[config.mk]
export PLATFORM = sky130hd
export DESIGN_NAME = add_sub_8bit
export DESIGN_NICKNAME = d
export VERILOG_FILES = /design/src/rtl/add_sub_8bit.sv
export SDC_FILE = /design/constraint.sdc
export NUM_CORES = 1
export LEC_CHECK = 0
export ABC_CLOCK_PERIOD_IN_PS = 940
export CAP_MARGIN = 5
export CORE_ASPECT_RATIO = 1.1
export CORE_MARGIN = 1.5
export CORE_UTILIZATION = 40
export DETAILED_ROUTE_END_ITERATION = 10
export PLACE_DENSITY = 0.88
export SLEW_MARGIN = 20
export SYNTH_ARGS = -nofsm -noshare
export SYNTH_HDL_FRONTEND = slang
export SYNTH_SLANG_ARGS = --single-unit
[constraint.sdc]
create_clock -name clk -period 0.94 [get_ports clk]
set_input_delay 0.282 -clock clk [delete_from_list [all_inputs] [get_ports clk]]
set_output_delay 0.282 -clock clk [all_outputs]
set_load 0.05 [all_outputs]
[src/rtl/add_sub_8bit.sv]
// Registered two's-complement adder/subtractor with overflow, carry, zero and negative flags.
// A ripple chain of full adders forms a + (b ^ mode) + mode; one operation per clock, qualified by in_valid.
module add_sub_8bit #(
  parameter int WIDTH = 8
) (
  input  logic             clk,
  input  logic             rst,
  input  logic             in_valid,
  input  logic [WIDTH-1:0] a,
  input  logic [WIDTH-1:0] b,
  input  logic             mode,
  output logic [WIDTH-1:0] result,
  output logic             ovfl,
  output logic             carry,
  output logic             zero,
  output logic             neg,
  output logic             out_valid
);

  logic [WIDTH-1:0] bx;
  logic [WIDTH-1:0] sum;
  logic [WIDTH:0]   c;
  logic             sum_ovfl;
  logic             sum_carry;

  // c[i] is the carry into bit i; c[0] = mode supplies the +1 of ~b + 1 on subtract.
  always_comb begin
    bx   = b ^ {WIDTH{mode}};
    sum  = '0;
    c    = '0;
    c[0] = mode;
    for (int i = 0; i < WIDTH; i++) begin
      sum[i]   = a[i] ^ bx[i] ^ c[i];
      c[i+1]   = (a[i] & bx[i]) | (a[i] & c[i]) | (bx[i] & c[i]);
    end
    sum_carry = c[WIDTH];
    sum_ovfl  = c[WIDTH-1] ^ c[WIDTH];
  end

  always_ff @(posedge clk or posedge rst) begin
    if (rst) begin
      result    <= '0;
      ovfl      <= 1'b0;
      carry     <= 1'b0;
      zero      <= 1'b1;
      neg       <= 1'b0;
      out_valid <= 1'b0;
    end else begin
      out_valid <= in_valid;
      if (in_valid) begin
        result <= sum;
        ovfl   <= sum_ovfl;
        carry  <= sum_carry;
        zero   <= (sum == '0);
        neg    <= sum[WIDTH-1];
      end
    end
  end

endmodule

==> results.sh, run 1 <==
export IMPL_r2r_slack_ps=-100
export IMPL_grt_pass1_vias=636
export IMPL_cts_root_buffer="clkbuf_4"
export IMPL_fin_ws_ps=-2240
export IMPL_coreArea_um2=1780
export IMPL_fmax_mhz=314
export IMPL_drcViolationCount=1
export IMPL_numCtsBuffers=3
export IMPL_power_frac_seq=0.259
export IMPL_crit_path_top_delay_cell="fa_1"
export IMPL_start_util=0.422
export IMPL_finalSetupViolCount=23
export IMPL_syn_to_final_growth_pct=93.3
export IMPL_whs_ps=209
export IMPL_fin_util=0.816
export IMPL_rsz0062_at_grt="yes"
export IMPL_reg2regPathDepth=3
export IMPL_required_ps=1160
export IMPL_synth_nets=86
export IMPL_yosys_warnings=0
export IMPL_cts_num_sinks=12
export IMPL_fp_dieH_um=48.5
export IMPL_yosysTopAreaCell="dfrtp_1"
export IMPL_relSlewSlack=0.846
export IMPL_route_vias_total=637
export IMPL_wirelength_um=2040
export IMPL_drt_wirelength_per_cell_um=15.7
export IMPL_cts_tree="built"
export IMPL_hold_viol_final=0
export IMPL_fin_crit_ps=3180
export IMPL_clk_pin_slew_ps=80
export IMPL_ys_flop_type="dfrtp_1"
export IMPL_hp_class="input pin to async pin"
export IMPL_drive_above_1_share=0.589
export IMPL_switching_share=0.384
export IMPL_io_pins=33
export IMPL_switchingPower_uw=1150
export IMPL_yosysMostFrequentCell="dfrtp_1"
export IMPL_violations="DRC, setup timing"
export IMPL_final_max_slew_violation_count=0
export IMPL_overflow=0
export IMPL_synth_seq_cells=12
export IMPL_peakVddDrop_v=0.00114
export IMPL_yosysSeqAreaShare=0.401
export IMPL_gp_congestion=0.719
export IMPL_antenna_found_initial=0
export IMPL_grt_max_degree=11
export IMPL_holdBufCountCts=0
export IMPL_dieArea_um2=2150
export IMPL_dp_slack_ps=-2880
export IMPL_drtAntennaViolNets=0
export IMPL_p_comb_frac=0.604
export IMPL_crit_path_end_kind="flop"
export IMPL_maxCapViolCount=0
export IMPL_register_area_um2=303
export IMPL_numPortBuffers=32
export IMPL_dp_hpwl_um=1420
export IMPL_place_area_um2=1290
export IMPL_nets=140
export IMPL_internal_power_uw=1860
export IMPL_synth_cells=59
export IMPL_drt_vias_per_instance=4.90
export IMPL_row_count=16
export IMPL_synth_area_top_cells="dfrtp_1 (37%), fa_1 (19%), mux2_2 (7.5%)"
export IMPL_cts_path_max_buffers=2
export IMPL_num_fill_cells=109
export IMPL_htreeDepth=1
export IMPL_fin_area_um2=1450
export IMPL_timing_critical_path_mode_cell="fa_2"
export IMPL_cp_max_fo=2
export IMPL_p_per_area_nw_per_um2=2070
export IMPL_critPathTopFamily="adder cells"
export IMPL_reg2reg_from="result[2]"
export IMPL_cp_arrival_ps=3400
export IMPL_finalCritPeriodShare=3.39
export IMPL_clk_latency_ps=270
export IMPL_status="finished, violations left"
export IMPL_r2r_end="result[2]"
export IMPL_drt_pass1_iterations=9
export IMPL_multi_input_area_um2=449
export IMPL_async_reset_ff_frac=1.00
export IMPL_grt_total_usage=0.193
export IMPL_grt_pass1_wl_um=2900
export IMPL_max_stage_delay_ps=430
export IMPL_worst_pin_slew_ps=229
export IMPL_die_w_um=44.3
export IMPL_yosys_top_cells_count="dfrtp_1 (11), fa_1 (7), inv_1 (7)"
export IMPL_drt_iter0_drc=14
export IMPL_avgSynthCellArea_um2=12.7
export IMPL_start_kind="input pin"
export IMPL_path_class="input pin to flop"
export IMPL_p_clk_frac=0.137
export IMPL_critPathBufInv=3
export IMPL_skew_ps=0
export IMPL_synth_distinct_cells=20
export IMPL_syn_area_um2=752
export IMPL_antenna_cells=0
export IMPL_path_cells="buf_8 -> xor2_4 -> fa_2 -> fa_2 -> inv_2 -> fa_2 -> fa_2 -> fa_2 -> fa_2 -> inv_2 -> fa_1 -> and4b_1 -> a32o_1"
export IMPL_path_depth=13
export IMPL_synth_edf_count=0
export IMPL_synth_top_area_frac=0.366
export IMPL_p_leak_uw=0.000665
## power groups by stage
stage,registers [uW],logic [uW],clock network [uW]
floorplan,1120,471,0
global route,794,1900,443
finish,780,1820,413
global placement,778,1530,0
CTS,778,1750,425
detailed placement,795,1570,0
## area by class of cell
cell class	count	share of cell area
multi-input cells	35	0.309
flip-flops and latches	12	0.208
repair buffers	53	0.422
inverters	8	0.0207
well taps	18	0.0155
clock buffers	4	0.0250
## worst max-delay path by stage
stage	start	to	slack, ps
6_report	b[1]	zero	-2240
2_1_floorplan	mode	zero	-2280
3_5_place_dp	mode	zero	-2880
3_3_place_gp	mode	zero	-2830
4_1_cts	b[0]	zero	-2430
5_1_grt	b[1]	zero	-2310
## sequential cells by signal, summed over array words and instances, names as in the netlist
register   count
carry          1
zero           1
result         8
out_valid      1
ovfl           1
## worst reg2reg max path: cells and delay by family (launching register included)
family,cells,cell delay (ps)
buffers and inverters,2,260
DFF,1,420
muxes,1,250
## kinds of logic after synthesis
group                      Yosys count  share of synthesized area
AOI/OAI and AO/OA                    6                     0.0466
muxes                                6                     0.0948
buffers and inverters               12                     0.0915
DFF                                 12                      0.401
and+or+nand+nor                      7                     0.0749
adders and majority gates            7                      0.186
xor gates and xnor gates             9                      0.105
## per-stage QoR
| stage | total power [uW] | cells | setup TNS [ps] |
|---|---|---|---|
| 3_5_place_dp | 2370 | 115 | -21820 |
| 2_1_floorplan | 1590 | 59 | -15800 |
| 3_3_place_gp | 2310 | 115 | -21160 |
| 5_1_grt | 3130 | 130 | -17790 |
| 4_1_cts | 2960 | 127 | -18150 |
| 6_report | 3010 | 130 | -17060 |
## per-layer routing
layer,global-route usage,up-vias,part of all wire
li1,-,289,-
met1,0.202,315,0.33
met2,0.368,27,0.60
met3,0.0112,6,0.037
met4,0.0909,0,0.031
met5,0,-,0
## cells in the final DEF, fill, tap and decap left out, drive strengths merged
| master | n |
|---|---|
| nor4bb | 1 |
| dfstp | 1 |
| xnor2 | 6 |
| clkbuf | 4 |
| buf | 38 |
| and4b | 1 |
| nor2 | 4 |
| o21ai | 1 |
| mux2 | 6 |
| clkdlybuf4s50 | 11 |
| a21oi | 4 |
| xor2 | 3 |
| nand2b | 1 |
| a32o | 1 |
| dlygate4sd2 | 4 |
| inv | 8 |
| dfrtp | 11 |
| fa | 7 |
## timing repair
item	CTS	global route
gates resized for setup	33	5
pin swaps	10	10
setup endpoints to repair	24	23
cloned	0	0
buffers inserted	8	3
No activity file was read; power rests on OpenSTA's default activity.
==> run 2: changes to the inputs <==
- GPL_ROUTABILITY_DRIVEN: unset -> 0
==> results of run 2 <==
The final DEF is identical to that of run 1; final timing and power are the same.
